--- src/rtl/mem_io_controller.sv ---
`default_nettype none
// ============================================================================
// Module   : mem_io_controller
// Purpose  : Bridges a level-held datapath memory request to a timed SRAM
//            access or a single-cycle memory-mapped switch/hex I/O access.
// Revision : 1.0 - initial release
// ============================================================================
module mem_io_controller #(
   parameter int          WAIT_STATES = 2,
   parameter logic [15:0] IO_ADDR     = 16'hFFFF
) (
   input  logic        Clk,
   input  logic        Reset,
   input  logic        MIO_EN,
   input  logic        WE,
   input  logic [15:0] Address,
   input  logic [15:0] Data_CPU_In,
   output logic [15:0] Data_CPU_Out,
   output logic        R,
   output logic        Busy,
   input  logic [15:0] Switches,
   output logic [15:0] Hex_Out,
   output logic [19:0] SRAM_ADDR,
   output logic        SRAM_CE_N,
   output logic        SRAM_OE_N,
   output logic        SRAM_WE_N,
   output logic [15:0] SRAM_DQ_Out,
   output logic        SRAM_DQ_OE,
   input  logic [15:0] SRAM_DQ_In
);

   localparam logic [1:0] IDLE    = 2'd0;
   localparam logic [1:0] ACCESS  = 2'd1;
   localparam logic [1:0] DONE    = 2'd2;
   localparam logic [1:0] RELEASE = 2'd3;

   localparam logic [3:0] LAST_CNT = 4'(WAIT_STATES - 1);

   logic [1:0]  state;
   logic [3:0]  cnt;
   logic [15:0] addr_q;
   logic        we_q;
   logic [15:0] data_q;
   logic [15:0] dout_q;
   logic [15:0] hex_q;

   always_ff @(posedge Clk) begin
      if (Reset) begin
         state  <= IDLE;
         cnt    <= 4'd0;
         addr_q <= 16'd0;
         we_q   <= 1'b0;
         data_q <= 16'd0;
         dout_q <= 16'd0;
         hex_q  <= 16'd0;
      end else begin
         case (state)
            IDLE: begin
               if (MIO_EN) begin
                  addr_q <= Address;
                  we_q   <= WE;
                  data_q <= Data_CPU_In;
                  // The I/O word completes at the accept edge itself.
                  if (Address == IO_ADDR) begin
                     state <= DONE;
                     if (WE) begin
                        hex_q <= Data_CPU_In;
                     end else begin
                        dout_q <= Switches;
                     end
                  end else begin
                     state <= ACCESS;
                     cnt   <= 4'd0;
                  end
               end
            end
            ACCESS: begin
               cnt <= cnt + 4'd1;
               if (cnt == LAST_CNT) begin
                  state <= DONE;
                  if (!we_q) begin
                     dout_q <= SRAM_DQ_In;
                  end
               end
            end
            DONE: begin
               state <= MIO_EN ? RELEASE : IDLE;
            end
            RELEASE: begin
               // Hold off until the level-held request drops so one request
               // yields exactly one access.
               if (!MIO_EN) begin
                  state <= IDLE;
               end
            end
            default: begin
               state <= IDLE;
            end
         endcase
      end
   end

   assign R            = (state == DONE);
   assign Busy         = (state != IDLE);
   assign Data_CPU_Out = dout_q;
   assign Hex_Out      = hex_q;
   assign SRAM_ADDR    = {4'b0000, addr_q};
   assign SRAM_DQ_Out  = data_q;
   assign SRAM_CE_N    = !(state == ACCESS);
   assign SRAM_OE_N    = !((state == ACCESS) && !we_q);
   assign SRAM_WE_N    = !((state == ACCESS) && we_q);
   assign SRAM_DQ_OE   = (state == ACCESS) && we_q;

endmodule
`default_nettype wire

--- config.mk ---
export PLATFORM = sky130hd
export DESIGN_NAME = mem_io_controller
export DESIGN_NICKNAME = d
export VERILOG_FILES = /design/src/rtl/mem_io_controller.sv
export SDC_FILE = /design/constraint.sdc
export NUM_CORES = 1
export LEC_CHECK = 0
export CORE_MARGIN = 2
export CORE_UTILIZATION = 38
export CTS_CLUSTER_SIZE = 10
export DETAILED_ROUTE_END_ITERATION = 10
export PLACE_DENSITY = 0.77
export SYNTH_ARGS = -nofsm -noshare
export SYNTH_HDL_FRONTEND = slang
export SYNTH_SLANG_ARGS = --single-unit
--- constraint.sdc ---
create_clock -name Clk -period 1.6 [get_ports Clk]
set_clock_uncertainty 0.15 [all_clocks]
set_input_delay 0.16 -clock Clk [delete_from_list [all_inputs] [get_ports Clk]]
set_output_delay 0.16 -clock Clk [all_outputs]
set_load 0.1 [all_outputs]
==> PnR_summary.wiki, run 1 <==
{| class="wikitable"
! Metric !! Value
|-
| Main combinational cell family by area after synthesis || compound AO/OA/AOI/OAI gates
|-
| Synth cell types || 39
|-
| Core Area || roughly 0.0082 sq mm
|-
| Number of synthesized flops with an enable pin || 0
|-
| Worst hold path endpoint || addr_q[13]
|-
| Leftover overflow at the end of global routing || 0
|-
| Diodes inserted || 0
|-
| DR DRC count || 0
|-
| Unrepaired setup endpoints after global routing || yes
|-
| Clock sink count || just over 70
|-
| Drt first pass iters || 5
|-
| Worst r2r dst || Hex_Out[7]
|-
| Portion of netlist area occupied by mux cells || 1.02%
|-
| Share of the cycle needed by the critical path after routing || 110%
|-
| Result of the run || complete, but fails checks
|-
| Path type of the worst min-delay path || in -> reg
|-
| Startpoint of the lowest-slack register-to-register path || state[0]
|-
| DP Wirelength || about 7700 um
|-
| CTS tree || built
|-
| Worst setup path class || reg -> reg
|-
| Cts bufs inserted || 9
|-
| Upper clock frequency limit || 568 MHz
|-
| Switching Fraction || 37.1%
|-
| Highest metal used || met4
|-
| Synthesis Warnings || 0
|-
| Horizontal die dimension || 95.5 um
|-
| Buffer type at the clock tree root || sky130_fd_sc_hd__clkbuf_8
|-
| Endpoint kind of the worst setup timing path || flop
|-
| Largest stage delay, worst path || 380 ps
|-
| Clock-pin slew of the registers on the worst-case setup and hold paths || roughly 90 ps
|-
| Final wirelength || 12,300 um
|-
| # fillers || 473
|-
| Smallest hold slack || 56.8 ps
|-
| Combinational fraction of design power || 36.6%
|-
| Via count of the first global-routing pass || 3,679
|-
| Maximum number of pins on one net before global-route repair || 72
|-
| Fraction of the yosys area taken by sequential cells || 44.6%
|-
| Layout-stage area growth over the synthesis result || 105%
|-
| Clock insertion delay at the later pin of the skew report || 360 ps
|-
| Routed length on met2 || ~6500 um
|-
| Fraction of power consumed by the clock network || about 29%
|-
| Number of storage elements in the synthesis netlist || 71
|-
| Number of vias per cell || 5.47
|-
| Global Route Usage Sum || roughly a quarter
|-
| Count of buffers from port buffering || 137
|-
| Power per Cell Area || between 800 and 900 mW/mm^2
|-
| Min Clock Period, post-route || 1760 ps
|-
| Data arrival time of the critical path || 1840 ps
|-
| Final hold viol count || 0
|-
| Fraction of layout cells with a size suffix above 1 || 39.4%
|-
| Post-layout worst setup margin || -161 ps
|-
| Final weighted congestion of routability-driven global placement || between 0.7 and 0.8
|-
| Starting density of the core || 39.0%
|-
| Worst Setup Start Kind || flop
|-
| Part of the total power dissipated in sequential elements || 34.3%
|-
| Hold bufs inserted after CTS || 0
|-
| Number of antenna violations at the first check in global routing || 0
|-
| MaxCap Viol Count || 0
|-
| Floorplan die area || 0.00913 sq mm
|-
| Number of DRC markers in iteration 0 || 193
|-
| Setup tns final || -5390 ps
|-
| Adder and majority cell fraction of the synthesized area || 0.786%
|-
| Cell count after synthesis || 376
|-
| Startpoint of the tightest hold check path || Address[13]
|-
| Detailed-route wire length per cell || 18.6 um
|-
| Worst-case register-to-register setup slack || -160 ps
|-
| Vertical extent of the die || 95.5 um
|-
| Syn Std Cell Area || around 0.0032 sq mm
|-
| Final number of max-transition violations || 0
|-
| Setup-violating endpoint count in the final report || 71
|-
| FFs w/ async S/R, synth || 0%
|-
| Detailed-route wire length on metal 1 || 4400 um
|-
| Critical path required time || around 1700 ps
|-
| Vias post-DR || 3,606
|-
| Synthesized area per cell || roughly 8.5 sq um
|-
| Chain of cells forming the critical path || buf_4 -> buf_6 -> nor3b_4 -> nand2_1 -> buf_8 -> o21ai_1 -> a21oi_1
|-
| Cell count of the worst reg-to-reg path || 7
|-
| Leakage || 0.00242 uW
|-
| Prevailing post-synth register cell || sky130_fd_sc_hd__dfxtp_1
|-
| Cell with the largest stage delay on the worst path || sky130_fd_sc_hd__dfxtp_4
|-
| Routed wire length on met3 || 1150 um
|-
| Final layout net count || about 620
|-
| Failing checks || setup timing
|-
| Family with the most delay on the worst path || buffers and inverters
|-
| FP Rows || 33
|-
| CTS max path bufs || 2
|-
| Global-route wire length before repair || 17,900 um
|-
| Remaining antenna violation count after routing || 0
|-
| Compound-gate portion of the synthesized area || roughly 25%
|-
| I/O pin count || 142
|-
| CP bufs+invs || 3
|-
| Simple-gate share of the synthesized area || 20.7%
|-
| Number of H-tree levels || 3
|-
| Switching component of the power || 2120 uW
|-
| Internal || approximately 3600 uW
|-
| Hold depth || 3
|-
| Peak VDD IR || 0.534 mV
|-
| Highest net fanout along the worst path || 16
|-
| Share of the synthesized netlist area taken by xor and xnor gates || 0%
|}
power groups by stage:
stage	clock network [uW]	logic (uW)	registers [uW]
after floorplan	0	636	2500
after global placement	0	1900	1990
after detailed placement	0	1930	2000
after CTS	1660	2010	1960
after global routing	1740	2170	1970
final	1660	2090	1960
Yosys cell counts, types with 2 or more instances:
cell / number / share of area, %
sky130_fd_sc_hd__buf_6: 3 / 1.1
sky130_fd_sc_hd__a21oi_1: 55 / 8.6
sky130_fd_sc_hd__nand2_1: 68 / 8.0
sky130_fd_sc_hd__mux2_2: 2 / 0.71
sky130_fd_sc_hd__a211oi_1: 16 / 3.8
sky130_fd_sc_hd__inv_1: 4 / 0.47
sky130_fd_sc_hd__o21ai_1: 16 / 2.5
sky130_fd_sc_hd__buf_2: 8 / 1.3
sky130_fd_sc_hd__nand4_1: 2 / 0.39
sky130_fd_sc_hd__ha_1: 2 / 0.79
sky130_fd_sc_hd__a2111oi_0: 15 / 4.1
sky130_fd_sc_hd__nand4_4: 2 / 1.3
sky130_fd_sc_hd__nor2_1: 10 / 1.2
sky130_fd_sc_hd__dfxtp_1: 71 / 45
sky130_fd_sc_hd__nand3_1: 21 / 3.3
sky130_fd_sc_hd__and2_1: 16 / 3.1
sky130_fd_sc_hd__a31oi_1: 17 / 3.3
sky130_fd_sc_hd__buf_4: 5 / 1.2
sky130_fd_sc_hd__clkbuf_1: 22 / 2.6
sky130_fd_sc_hd__a22oi_1: 2 / 0.47
routing by layer:
layer / global-route usage, % / vias to the layer above
li1: - / 1686
met1: 27.1 / 1704
met2: 47.1 / 185
met3: 7.51 / 31
met4: 9.40 / 0
met5: 0 / -
registers in the layout, indices dropped and copies added, names as in the netlist:
signal,cells
Data_CPU_Out,16
Hex_Out,16
SRAM_DQ_Out,16
addr_q,16
cnt,4
state,2
we_q,1
worst max path at each step:
stage          cells past startpoint  startpoint  slack, ps          end
3_5_place_dp                       6  Address[6]       -550  Hex_Out[13]
2_1_floorplan                      6    state[0]       -120       cnt[1]
5_1_grt                            7    state[0]       -220   Hex_Out[9]
3_3_place_gp                       6  Address[0]       -480     state[0]
6_report                           7    state[0]       -160   Hex_Out[7]
4_1_cts                            5    state[0]       -130   SRAM_DQ_OE
worst register-to-register path, delay by kind of cell, from the launching register on:
family / cells / cell delay, ps
flops: 1 / 380
compound gates: 2 / 290
simple gates: 2 / 340
buf+inv: 3 / 470
cells in the final DEF (no fill, tap or decap), drive strengths merged, types with 16 or more instances in the layout:
cell type and instances:
buf 132, dlygate4sd2 16, a211oi 16, nand3 21
o21ai 16, nand2 68, a21oi 55, clkdlybuf4s50 50
a31oi 17, and2 16, dfxtp 71
through the flow:
| stage | total power [uW] | std cells | instance area [sq um] | setup WS (ps) | util, % |
|---|---|---|---|---|---|
| after floorplan | 3130 | 379 | 3520 | -115 | - |
| after global placement | 3900 | 624 | 5880 | -485 | 71.9 |
| after detailed placement | 3930 | 624 | 5880 | -551 | 71.9 |
| after CTS | 5620 | 653 | 6340 | -133 | 77.6 |
| after global routing | 5880 | 659 | 6530 | -223 | 79.9 |
| final | 5710 | 659 | 6530 | -161 | 79.9 |
cell families after synthesis:
group                      Yosys count
and+or+nand+nor                    128
AOI/OAI and AO/OA                  126
DFF                                 71
buffers and inverters               45
muxes                                3
adders and majority gates            2
other                                1
layout make-up:
type	instances	area (sq um)	share of cell area, %
Timing Repair Buffer	199	2720	41.7
Clock buffer	9	124	1.90
Tap cell	105	131	2.01
Sequential cell	71	1430	21.9
Clock inverter	7	104	1.59
Inverter	5	41.3	0.632
Multi-Input combinational cell	263	1970	30.2
repair_timing:
action | 4_1_cts | 5_1_grt
pin swaps | 17 | 8
buffers inserted | 11 | 5
resized for setup | 48 | 29
endpoints found under the setup margin | 43 | 72
gates cloned | 3 | 1
(Power assumes the default switching activity.)
==> run 2, diff against run 1 <==
--- a/config.mk
+++ b/config.mk
@@ -9,6 +9,7 @@
 export CORE_UTILIZATION = 38
 export CTS_CLUSTER_SIZE = 10
 export DETAILED_ROUTE_END_ITERATION = 10
+export MAX_ROUTING_LAYER = met4
 export PLACE_DENSITY = 0.77
 export SYNTH_ARGS = -nofsm -noshare
 export SYNTH_HDL_FRONTEND = slang
==> run 2 against run 1 <==
Net effect: the flow still finishes with violations (setup timing); worst hold slack lost 6.8 ps; sequential power is essentially flat; register-to-register slack is essentially flat; non-clock buffer count grew 1; routed wire length grew 1.6%; critical path depth is the same; utilization grew 0.34 points; final cell count grew 0.15%; first-iteration DRC count shrank 12%.
==> PnR_summary.wiki, run 2 (synthesis results as in run 1) <==
{| class="wikitable"
! Metric !! Value
|-
| Post-layout worst setup margin || -154 ps (+6.81 ps)
|-
| Largest stage delay, worst path || 370 ps (about the same)
|-
| Count of buffers from port buffering || 137 (unchanged)
|-
| Hold bufs inserted after CTS || 0 (unchanged)
|-
| Final layout net count || 620 (+0.16%)
|-
| Unrepaired setup endpoints after global routing || yes
|-
| Layout-stage area growth over the synthesis result || 106%
|-
| M1 GR Usage || 27.8% (+0.68 points)
|-
| Final weighted congestion of routability-driven global placement || 0.760 (+1.3%)
|-
| GR met2 Demand/Resource || 47.3% (+0.17 points)
|-
| Number of DRC markers in iteration 0 || 170 (-12%)
|-
| CP bufs+invs || 4 (+1)
|-
| Final hold viol count || 0 (unchanged)
|-
| Total power after layout || 5720 uW (+0.15%)
|-
| Horizontal die dimension || 95.5 um (unchanged)
|-
| Global Route Usage Sum || 26.2% (+0.73 points)
|-
| Floorplan die area || 0.00913 sq mm (unchanged)
|-
| Final wirelength || 12,500 um (+1.6%)
|-
| Worst slack at placement || -551 ps (unchanged)
|-
| Result of the run || complete, but fails checks
|-
| DR DRC count || 0 (unchanged)
|-
| Global-route wire length before repair || 17,800 um (-0.35%)
|-
| Setup-violating endpoint count in the final report || 71 (unchanged)
|-
| Leftover overflow at the end of global routing || 0 (unchanged)
|-
| Diodes inserted || 0 (unchanged)
|-
| Data arrival time of the critical path || 1870 ps (+30 ps)
|-
| CTS tree || built
|-
| Peak VDD IR || 0.560 mV (+4.9%)
|-
| Chain of cells forming the critical path || buf_4 -> buf_8 -> nor3b_4 -> buf_4 -> buf_12 -> nand2_1 -> a21oi_1
|-
| Min Clock Period, post-route || 1750 ps (-6.81 ps)
|-
| Clock-pin slew of the registers on the worst-case setup and hold paths || 90 ps (about the same)
|-
| Family with the most delay on the worst path || buffers and inverters
|-
| Detailed-route wire length per cell || 18.9 um (+1.5%)
|-
| Leading cell types in the layout, fill and taps excluded || sky130_fd_sc_hd__buf_12 (79), sky130_fd_sc_hd__dfxtp_1 (66), sky130_fd_sc_hd__nand2_1 (66)
|-
| Buffer type at the clock tree root || sky130_fd_sc_hd__clkbuf_8
|-
| Core Area || 0.00818 sq mm (unchanged)
|-
| Share of the cycle needed by the critical path after routing || 110% (-0.43 points)
|-
| Vertical extent of the die || 95.5 um (unchanged)
|-
| Leakage || 0.00243 uW (+0.29%)
|-
| Critical path required time || 1720 ps (+50 ps)
|-
| Starting density of the core || 39.0% (unchanged)
|-
| Vias post-DR || 3,625 (+0.53%)
|-
| Clock insertion delay at the later pin of the skew report || 360 ps (about the same)
|-
| Path type of the worst min-delay path || in -> reg
|-
| Failing checks || setup timing
|-
| Highest net fanout along the worst path || 17 (+1)
|-
| Clock sink count || 71 (unchanged)
|-
| I/O pin count || 142 (unchanged)
|-
| DP Wirelength || 7660 um (unchanged)
|-
| Met3 Use GR || 6.17% (-1.3 points)
|-
| Endpoint kind of the worst setup timing path || flop
|-
| FP Rows || 33 (unchanged)
|-
| Number of H-tree levels || 3 (unchanged)
|-
| Most crowded layer after global routing || met2
|-
| Worst Setup Start Kind || flop
|-
| Smallest hold slack || 50.0 ps (-6.82 ps)
|-
| Number of antenna violations at the first check in global routing || 0 (unchanged)
|-
| Remaining antenna violation count after routing || 0 (unchanged)
|-
| Power per Cell Area || 872 mW/mm^2 (-0.27%)
|-
| Most common cell after layout, fill and taps aside || sky130_fd_sc_hd__buf_12
|-
| Cts bufs inserted || 9 (unchanged)
|-
| Number of vias per cell || 5.49 (+0.37%)
|-
| Upper clock frequency limit || 570 MHz (+0.39%)
|-
| Maximum number of pins on one net before global-route repair || 72 (unchanged)
|-
| Final number of max-transition violations || 0 (unchanged)
|-
| Worst setup path class || reg -> reg
|-
| Drt first pass iters || 5 (unchanged)
|-
| CTS max path bufs || 2 (unchanged)
|-
| Cell with the most instances on the worst path || sky130_fd_sc_hd__buf_4
|-
| MaxCap Viol Count || 0 (unchanged)
|-
| Cell with the largest stage delay on the worst path || sky130_fd_sc_hd__dfxtp_4
|-
| Via count of the first global-routing pass || 3,691 (+0.33%)
|-
| Fraction of layout cells with a size suffix above 1 || 40.5% (+1.2 points)
|}
## run 2: layout make-up
class | instances | area, sq um
clock buffer | 9 | 124
tap | 105 | 131
timing repair buffer | 200 | 2730
multi-input combinational | 263 | 1990
inverter | 5 | 41.3
clock inverter | 7 | 104
fill | 476 | 1620
sequential | 71 | 1430
## run 2: through the flow
| stage | TNS, ps | std cells | area (sq um) | utilization [%] |
|---|---|---|---|---|
| detailed placement | -20700 | 624 | 5880 | 71.9 |
| global route | -9460 | 660 | 6560 | 80.2 |
| finish | -5130 | 660 | 6560 | 80.2 |
| global placement | -17610 | 624 | 5880 | 71.9 |
| CTS | -1750 | 653 | 6340 | 77.6 |
| floorplan | -524 | 379 | 3520 | - |
## run 2: final timing paths
check / start / cells past startpoint / end / slack (ps)
worst min register to register: addr_q[11] / 2 / addr_q[11] / 350
worst max-delay path: state[0] / 7 / SRAM_DQ_Out[12] / -150
worst min-delay path: Address[13] / 3 / addr_q[13] / 50
worst max register to register: state[0] / 7 / SRAM_DQ_Out[12] / -150
## run 2: worst min-delay path: cells and delay by family
| family | cells | cell delay (ps) |
|---|---|---|
| simple gates | 1 | 60 |
| buf+inv | 1 | 240 |
| compound gates | 1 | 50 |
## run 2: metal layers
layer / wire length (um) / vias up
met4: 294 / 0
met2: 6590 / 185
li1: - / 1691
met5: 0 / -
met1: 4470 / 1722
met3: 1130 / 27
## run 2: report_power, final
| part | leakage (uW) | total (uW) | internal (uW) | switching (uW) |
|---|---|---|---|---|
| Combinational | 0.00173 | 2100 | 843 | 1250 |
| Clock | 0.000114 | 1660 | 897 | 765 |
| Sequential | 0.000581 | 1960 | 1850 | 105 |
## run 2: what timing repair did
item	CTS	global route
gates resized for setup	48	34
pin swaps	17	12
endpoints found under the setup margin	43	72
cloned	3	1
setup buffers	11	6
==> run 3, diff against run 2 <==
--- a/config.mk
+++ b/config.mk
@@ -5,6 +5,7 @@
 export SDC_FILE = /design/constraint.sdc
 export NUM_CORES = 1
 export LEC_CHECK = 0
+export ABC_CLOCK_PERIOD_IN_PS = 1600
 export CORE_MARGIN = 2
 export CORE_UTILIZATION = 38
 export CTS_CLUSTER_SIZE = 10
==> results of run 3 <==
Final layout, timing and power as in run 2 (identical DEF).
